===== config.mk =====
export PLATFORM = sky130hd
export DESIGN_NAME = ex_stage
export DESIGN_NICKNAME = d
export VERILOG_FILES = /design/src/rtl/ex_stage.sv
export SDC_FILE = /design/constraint.sdc
export NUM_CORES = 1
export LEC_CHECK = 0
export BUFFER_PORTS_ARGS = -buffer_cell sky130_fd_sc_hd__clkbuf_2
export CAP_MARGIN = 20
export CORE_MARGIN = 2
export CORE_UTILIZATION = 35
export DETAILED_ROUTE_END_ITERATION = 10
export PLACE_DENSITY_LB_ADDON = 0.3
export REMOVE_ABC_BUFFERS = 1
export SETUP_SLACK_MARGIN = 0.3
export SLEW_MARGIN = 0
export SYNTH_ARGS = -nofsm -noshare
export SYNTH_HDL_FRONTEND = slang
export SYNTH_SLANG_ARGS = --single-unit
export TNS_END_PERCENT = 20

===== constraint.sdc =====
create_clock -name vclk -period 20.3
set_input_delay 3.045 -clock vclk [all_inputs]
set_output_delay 3.045 -clock vclk [all_outputs]
set_load 0.05 [all_outputs]

===== src/rtl/ex_stage.sv =====
// ex_stage: execute stage of the 5-stage RV32 pipeline.
//   Forwarding muxes, combinational ALU, branch compare and target generation,
//   and an optional iterative radix-2 restoring divider (DIV/DIVU/REM/REMU).
//   Compile-time option: define EX_DIV_EN to build the divider. Without it,
//   divide ops return 0 and o-busy is tied low.
// Ports:
//   clk_i, n_rst         clock, asynchronous active-low reset
//   flush_i              kill the in-flight EX op (divider included)
//   ex_*_i               ID/EX register contents
//   fwd_a/b_sel_i        0/3 regfile, 1 EX/MEM result, 2 MEM/WB value
//   mem/wb_fwd_data_i    forwarded values
//   ex_result_o          ALU, divider or link (pc+4) result
//   ex_store_data_o      forwarded rs2 for stores
//   ex_branch_taken_o    PC redirect, ex_branch_target_o its target
//   ex_busy_o            stall request while a divide is in progress

package ex_pkg;
   typedef enum logic [4:0] {
      ALU_NONE, ALU_ADD, ALU_SUB, ALU_SLL, ALU_SLT, ALU_SLTU, ALU_XOR,
      ALU_SRL, ALU_SRA, ALU_OR, ALU_AND, ALU_PASSB,
      BR_EQ, BR_NE, BR_LT, BR_GE, BR_LTU, BR_GEU,
      EX_JALR, EX_DIV, EX_DIVU, EX_REM, EX_REMU
   } ex_func;
   typedef enum logic {RS1_VALUE, RS1_PC} rs1_sel;
   typedef enum logic {RS2_VALUE, RS2_IMM} rs2_sel;
endpackage

module ex_stage
   import ex_pkg::*;
#(
   parameter int DIV_CYCLES = 32
) (
   input  logic        clk_i,
   input  logic        n_rst,
   input  logic        flush_i,
   input  logic [31:0] ex_pc_i,
   input  ex_func      ex_func_i,
   input  rs1_sel      ex_rs1_sel_i,
   input  rs2_sel      ex_rs2_sel_i,
   input  logic        ex_branch_i,
   input  logic        ex_jmp_i,
   input  logic [31:0] ex_rs1_data_i,
   input  logic [31:0] ex_rs2_data_i,
   input  logic [31:0] ex_immediate_i,
   input  logic [1:0]  fwd_a_sel_i,
   input  logic [1:0]  fwd_b_sel_i,
   input  logic [31:0] mem_fwd_data_i,
   input  logic [31:0] wb_fwd_data_i,
   output logic [31:0] ex_result_o,
   output logic [31:0] ex_store_data_o,
   output logic        ex_branch_taken_o,
   output logic [31:0] ex_branch_target_o,
   output logic        ex_busy_o
);

   logic [31:0] w_rs1, w_rs2, w_op_a, w_op_b, w_alu, w_div_res;
   logic        w_cmp, w_is_div;
   logic        w_unused;

   always_comb begin
      case (fwd_a_sel_i)
         2'd1:    w_rs1 = mem_fwd_data_i;
         2'd2:    w_rs1 = wb_fwd_data_i;
         default: w_rs1 = ex_rs1_data_i;
      endcase
      case (fwd_b_sel_i)
         2'd1:    w_rs2 = mem_fwd_data_i;
         2'd2:    w_rs2 = wb_fwd_data_i;
         default: w_rs2 = ex_rs2_data_i;
      endcase
   end

   assign w_op_a          = (ex_rs1_sel_i == RS1_PC)  ? ex_pc_i        : w_rs1;
   assign w_op_b          = (ex_rs2_sel_i == RS2_IMM) ? ex_immediate_i : w_rs2;
   assign ex_store_data_o = w_rs2;
   assign w_is_div        = (ex_func_i == EX_DIV) || (ex_func_i == EX_DIVU) ||
                            (ex_func_i == EX_REM) || (ex_func_i == EX_REMU);

   always_comb begin
      w_alu = 32'd0;
      case (ex_func_i)
         ALU_ADD:   w_alu = w_op_a + w_op_b;
         ALU_SUB:   w_alu = w_op_a - w_op_b;
         ALU_SLL:   w_alu = w_op_a << w_op_b[4:0];
         ALU_SLT:   w_alu = {31'd0, $signed(w_op_a) < $signed(w_op_b)};
         ALU_SLTU:  w_alu = {31'd0, w_op_a < w_op_b};
         ALU_XOR:   w_alu = w_op_a ^ w_op_b;
         ALU_SRL:   w_alu = w_op_a >> w_op_b[4:0];
         ALU_SRA:   w_alu = 32'($signed(w_op_a) >>> w_op_b[4:0]);
         ALU_OR:    w_alu = w_op_a | w_op_b;
         ALU_AND:   w_alu = w_op_a & w_op_b;
         ALU_PASSB: w_alu = w_op_b;
         default:   w_alu = 32'd0;
      endcase
   end

   // Branch compares always look at the forwarded registers, never at PC/imm.
   always_comb begin
      w_cmp = 1'b0;
      case (ex_func_i)
         BR_EQ:   w_cmp = (w_rs1 == w_rs2);
         BR_NE:   w_cmp = (w_rs1 != w_rs2);
         BR_LT:   w_cmp = ($signed(w_rs1) <  $signed(w_rs2));
         BR_GE:   w_cmp = ($signed(w_rs1) >= $signed(w_rs2));
         BR_LTU:  w_cmp = (w_rs1 <  w_rs2);
         BR_GEU:  w_cmp = (w_rs1 >= w_rs2);
         default: w_cmp = 1'b0;
      endcase
   end

   assign ex_branch_target_o = (ex_func_i == EX_JALR) ?
                               ((w_rs1 + ex_immediate_i) & ~32'd1) :
                               (ex_pc_i + ex_immediate_i);
   assign ex_branch_taken_o  = (ex_jmp_i | (ex_branch_i & w_cmp)) & ~ex_busy_o & ~flush_i;
   assign ex_result_o        = ex_jmp_i ? (ex_pc_i + 32'd4) :
                               w_is_div ? w_div_res : w_alu;

`ifdef EX_DIV_EN
   typedef enum logic [1:0] {S_IDLE, S_CALC, S_DONE} div_st_t;

   div_st_t     r_st, w_st_nxt;
   logic [31:0] r_q, r_dvsr;
   logic [32:0] r_rem;
   logic [4:0]  r_cnt;
   logic        r_neg_q, r_neg_r;
   logic        w_busy, w_signed, w_ovf, w_dz;
   logic [31:0] w_abs_a, w_abs_b, w_q_fix, w_r_fix;
   logic [32:0] w_rem_sh;
   logic [33:0] w_sub;

   assign w_signed = (ex_func_i == EX_DIV) || (ex_func_i == EX_REM);
   assign w_abs_a  = (w_signed && w_op_a[31]) ? -w_op_a : w_op_a;
   assign w_abs_b  = (w_signed && w_op_b[31]) ? -w_op_b : w_op_b;
   assign w_dz     = (w_op_b == 32'd0);
   assign w_ovf    = w_signed && (w_op_a == 32'h8000_0000) && (w_op_b == 32'hFFFF_FFFF);

   // Restoring step: shift next dividend bit into the partial remainder and
   // subtract if it fits; the extra top bit of w_sub is the borrow.
   assign w_rem_sh = {r_rem[31:0], r_q[31]};
   assign w_sub    = {1'b0, w_rem_sh} - {2'b00, r_dvsr};

   always_comb begin
      w_st_nxt = r_st;
      w_busy   = 1'b0;
      if (flush_i) begin
         w_st_nxt = S_IDLE;
      end else begin
         case (r_st)
            S_IDLE: if (w_is_div) begin
               w_busy   = 1'b1;
               w_st_nxt = (w_dz || w_ovf) ? S_DONE : S_CALC;
            end
            S_CALC: begin
               w_busy = 1'b1;
               if (r_cnt == 5'(DIV_CYCLES - 1)) w_st_nxt = S_DONE;
            end
            S_DONE:  w_st_nxt = S_IDLE;
            default: w_st_nxt = S_IDLE;
         endcase
      end
   end

   always_ff @(posedge clk_i or negedge n_rst) begin
      if (!n_rst) r_st <= S_IDLE;
      else        r_st <= w_st_nxt;
   end

   always_ff @(posedge clk_i or negedge n_rst) begin
      if (!n_rst) begin
         r_q     <= 32'd0;
         r_rem   <= 33'd0;
         r_dvsr  <= 32'd0;
         r_cnt   <= 5'd0;
         r_neg_q <= 1'b0;
         r_neg_r <= 1'b0;
      end else if (!flush_i) begin
         if (r_st == S_IDLE && w_is_div) begin
            r_cnt  <= 5'd0;
            r_dvsr <= w_abs_b;
            if (w_dz) begin
               // Raw results: no sign correction applied later.
               r_q     <= 32'hFFFF_FFFF;
               r_rem   <= {1'b0, w_op_a};
               r_neg_q <= 1'b0;
               r_neg_r <= 1'b0;
            end else if (w_ovf) begin
               r_q     <= 32'h8000_0000;
               r_rem   <= 33'd0;
               r_neg_q <= 1'b0;
               r_neg_r <= 1'b0;
            end else begin
               r_q     <= w_abs_a;
               r_rem   <= 33'd0;
               r_neg_q <= w_signed & (w_op_a[31] ^ w_op_b[31]);
               r_neg_r <= w_signed & w_op_a[31];
            end
         end else if (r_st == S_CALC) begin
            r_cnt <= r_cnt + 5'd1;
            if (!w_sub[33]) begin
               r_rem <= w_sub[32:0];
               r_q   <= {r_q[30:0], 1'b1};
            end else begin
               r_rem <= w_rem_sh;
               r_q   <= {r_q[30:0], 1'b0};
            end
         end
      end
   end

   assign w_q_fix   = r_neg_q ? -r_q : r_q;
   assign w_r_fix   = r_neg_r ? -r_rem[31:0] : r_rem[31:0];
   assign w_div_res = (r_st != S_DONE) ? 32'd0 :
                      ((ex_func_i == EX_DIV) || (ex_func_i == EX_DIVU)) ? w_q_fix : w_r_fix;
   // Gated with reset so the stall drops the moment reset is asserted.
   assign ex_busy_o = w_busy & n_rst;
   assign w_unused  = r_rem[32];
`else
   assign w_div_res = 32'd0;
   assign ex_busy_o = 1'b0;
   assign w_unused  = ^{clk_i, n_rst, 32'(DIV_CYCLES)};
`endif

endmodule

# After elaboration in Yosys (flattened, before gate mapping)
# Index checks and enable logic that the tools add are counted.
# op_classes
n_addsub,5
magnitude_cmp,6
eq_ne,28
shifts,3
mux,9
n_bitwise,7
reduce_logical,3
# ops
op,n
one-hot mux 32 bit (11 select lines),1
two-way mux 32 bit,5
< comparator 32 bit,4
one-hot mux 32 bit (2 select lines),2
adder 32 bit,3
greater-or-equal comparator 32 bit,2
"equality test 5 x 4 -> 1 bit, second input constant",8
"equality test 5 bit, second input constant",7
"adder 32 x 3 -> 32 bit, second input constant",1
bitwise AND 32 bit,1
equality test 32 bit,1
inequality test 32 bit,1
bitwise OR 32 bit,1
left shift 32 x 5 -> 32 bit,1
right shift 32 x 5 -> 32 bit,1
>>> shifter 32 x 5 -> 32 bit,1
subtractor 32 bit,1
XOR 32 bit,1
"equality test 5 x 3 -> 1 bit, second input constant",4
"equality test 5 x 2 -> 1 bit, second input constant",2
one-hot mux 1 bit (6 select lines),1
"equality test 5 x 1 -> 1 bit, second input constant",1
"equality test 2 x 1 -> 1 bit, second input constant",2
"equality test 2 bit, second input constant",2
4 further kinds,7
# totals
ff_bits,0
input_bits,208
out_inout_bits,98
wordCells,61

# Depth between registers and ports, before layout
# logic_depth
word_depth,7
mapped_depth,24
ltp_nobuf,20

# Least setup slack after synthesis
# Ideal clock, no wire load.
# synth_timing
path_type,input-to-output
startpoint,input fwd_b_sel_i[0]
endpoint,output ex_result_o[25]
arrival_time_ns,8.307
required_time_ns,17.255
slack_ns,8.948
stages,20
n_path_buf,5
path_cell_list,inv_1 ha_1 buf_2 o21ai_1 inv_1 o21ai_1 clkbuf_1 clkbuf_1 clkbuf_1 ha_1 clkbuf_1 a221oi_1 o41ai_1 o41ai_1 nand2_1 or3_1 nand3_1 xnor2_1 a21oi_1 o21ai_0
# synth_via
elab_chain_cells,7
word_cells_on_any_way,15
cone_classes,add/sub: 2; eq/ne: 2; shift: 3; mux: 5; bitwise: 3
# synth_lines
item,line_no,source
from (decl),46,"input logic [1:0] fwd_b_sel_i,"
equality test 2 bit or equality test 2 x 1 -> 1 bit (tied branches),66,case (fwd_b_sel_i)
one-hot mux 32 bit (2 select lines) (*),66,
named net ex_store_data_o[3],50,"output logic [31:0] ex_store_data_o,"
two-way mux 32 bit (*),74,assign w_op_b = (ex_rs2_sel_i == RS2_IMM) ? ex_immediate_i : w_rs2;
"subtractor 32 bit, or another cell as far along",83,ALU_SUB: w_alu = w_op_a - w_op_b;
one-hot mux 32 bit (11 select lines) (*),81,case (ex_func_i)
two-way mux 32 bit (*),116,w_is_div ? w_div_res : w_alu;
two-way mux 32 bit (*),115,assign ex_result_o = ex_jmp_i ? (ex_pc_i + 32'd4) :
to (decl),49,"output logic [31:0] ex_result_o,"
# The timed path passes the listed nets; every way through them passes the cells marked *.

# Worst setup path in the final report
# layout_timing
startpoint,input fwd_a_sel_i[0]
endpoint,output ex_result_o[0]
# layout_via
elab_chain_cells,7
word_cells_on_any_way,17
cone_classes,add/sub: 2; order compare: 2; eq/ne: 2; shift: 3; mux: 5; bitwise: 3
# layout_lines
item,line_no,source
from (decl),45,"input logic [1:0] fwd_a_sel_i,"
equality test 2 bit or equality test 2 x 1 -> 1 bit (tied branches),61,case (fwd_a_sel_i)
one-hot mux 32 bit (2 select lines) (*),61,
two-way mux 32 bit (*),73,assign w_op_a = (ex_rs1_sel_i == RS1_PC) ? ex_pc_i : w_rs1;
"subtractor 32 bit, or another cell as far along",83,
one-hot mux 32 bit (11 select lines) (*),81,
two-way mux 32 bit (*),116,
two-way mux 32 bit (*),115,
# Mark *: on every way between the ends. The rest lies on a longest branch, timed or not.

==> impl_metrics.ini <==
[die]
start_util_pct = 35.4
dieArea_um2 = 48600
num_io_pins = 306
core_area_um2 = 46400
die_w_um = 220
die_h_um = 220
rows = 79

[hold_path]
hp-class = in -> out
min_to = ex_branch_taken_o
min-delay-start = flush_i
whs_path_depth = 4

[finish]
layout-area-overhead-vs-synth_pct = 12.0
seq_cell_count = 0
nFillCells = 4966
nClkBuffers = 0
regArea_um2 = 0
final_layout_size_suffix_gt1_share_pct = 16.2
finalNetCount = 3175

[setup_path]
critPathRequiredTime_ps = 17260
cp_max_fo = 39
criticalPathCategory = in -> out
critical_path.startpoint_type = input pin
worstSetupEndpointType = primary output
critical_path_arrival_ps = 9500

[placed_design]
port_buffers = 303
globalplace.congestion = 1.01
hpwl_um = 67100

[yosys]
synth_seq_area_share_pct = 0
postSynthAreaPerCell_um2 = 6.35
yosysMostFrequentCell = a21oi_1
synth_cell_type_count = 86
synth_common_cells = a21oi_1, nor2_1, nand2_1
syn_inst = 2584
synth_top_area_cell = ha_1
yosysWarnings = 0
synth_area_leaders = ha_1, a21oi_1, o21ai_0, nor2_1, nand2_1
yosys.area.top_type_share_pct = 16.0
syn_area_um2 = 16400

[global_route]
antenna_found_initial = 2
grt_use_total_pct = 32.9
gr-total-overflow = 0
grt_pass1_vias = 19642
grt_max_degree = 79
grt_pass1_wl_um = 123000

[sta]
period_share_pct = 61.8
max_freq_mhz = 79.7
slew_headroom_pct = 17.1
totalNegativeSetupSlack_ps = 0
rsz0062_at_grt = no
tightest_slew_ps = 1240
report.final.hold_viol_count = 0
setup_viol = 0
slew_viol_final = 0
final.min_clock_period_ps = 12550

[detailed_routing]
first_pass_iters = 8
postRouteAntennaNets = 0
vias = 21642
viasPerCell = 6.44
postRouteWirelength_um = 84100
drc_errors = 0
drt_iter0_drc = 2569
wl_per_cell_um = 25.0

[cts]
cts_setup_buffers = 0
cts_hold_buf = 0
cts_resized = 0

[outcome]
status = finished clean

[job]
max_cap_violations = 0
==> worst max-delay path: stages <==
cell and delay [ps]:
clkbuf_2 100, inv_1 40, ha_2 300, buf_4 460
nand2b_1 140, buf_4 280, o221ai_1 780, inv_1 270
ha_1 820, inv_1 190, a21oi_1 380, o22ai_1 150
o311ai_0 370, a21oi_1 110, o21bai_1 250, a21oi_1 430
o21ai_0 170, a31oi_1 620, a221o_1 220, clkbuf_2 290
==> layout make-up <==
cell class	count	area, um2	area share (%)
Antenna cell	2	5.00	0.0272
Inverter	146	549	2.99
Multi-Input combinational cell	2256	15200	82.6
Tap cell	607	759	4.14
Timing Repair Buffer	349	1880	10.2
==> worst max path at each step <==
stage,start,endpoint,slack [ps],depth (start not counted)
floorplan,fwd_b_sel_i[0],ex_result_o[26],5680,18
global route,fwd_a_sel_i[0],ex_result_o[30],7580,21
detailed placement,fwd_a_sel_i[0],ex_result_o[0],8020,20
global placement,fwd_a_sel_i[0],ex_result_o[0],8050,20
CTS,fwd_a_sel_i[0],ex_result_o[0],8010,20
finish,fwd_a_sel_i[0],ex_result_o[0],7750,20
==> routing by layer <==
layer / part of all wire, % / routed length, um / track usage, %
met3: 10 / 8590 / 5.21
met5: 0.015 / 13 / 0
met4: 3.7 / 3090 / 10.2
met1: 42 / 34900 / 45.0
met2: 45 / 37500 / 52.9
==> cells by family after synthesis <==
kind of cell | count (synthesis) | share of synthesized area (%)
xor+xnor | 96 | 5.13
other cells | 1 | 0.0229
compound gates | 1014 | 40.8
fa+ha+maj | 214 | 16.5
simple gates | 827 | 22.9
buf+inv | 328 | 7.89
mux | 104 | 6.69
==> cell usage in the layout (no fill, tap or decap), types with 21 or more instances in the layout <==
| cell | n |
|---|---|
| a211oi_1 | 51 |
| a21o_1 | 45 |
| a21oi_1 | 265 |
| a221oi_1 | 25 |
| a22o_1 | 40 |
| a22oi_1 | 64 |
| a31oi_1 | 25 |
| and3_1 | 21 |
| buf_4 | 45 |
| clkbuf_2 | 303 |
| ha_1 | 208 |
| inv_1 | 139 |
| mux2_2 | 35 |
| mux2i_1 | 68 |
| nand2_1 | 258 |
| nand2b_1 | 76 |
| nand3_1 | 55 |
| nand4_1 | 28 |
| nor2_1 | 260 |
| nor3_1 | 57 |
| o211ai_1 | 31 |
| o21ai_0 | 232 |
| o22ai_1 | 28 |
| xnor2_1 | 62 |
| xor2_1 | 34 |
==> metrics by stage <==
stage | instances | setup slack (ps) | instance area (um2) | utilization, % | hold slack [ps]
finish | 3360 | 7750 | 18400 | 39.6 | 6530
global route | 3359 | 7580 | 18400 | 39.6 | 6560
CTS | 3357 | 8010 | 18300 | 39.5 | 6530
detailed placement | 3357 | 8020 | 18300 | 39.5 | 6530
global placement | 3357 | 8050 | 18300 | 39.5 | 6520
floorplan | 2402 | 5680 | 15700 | - | 6370
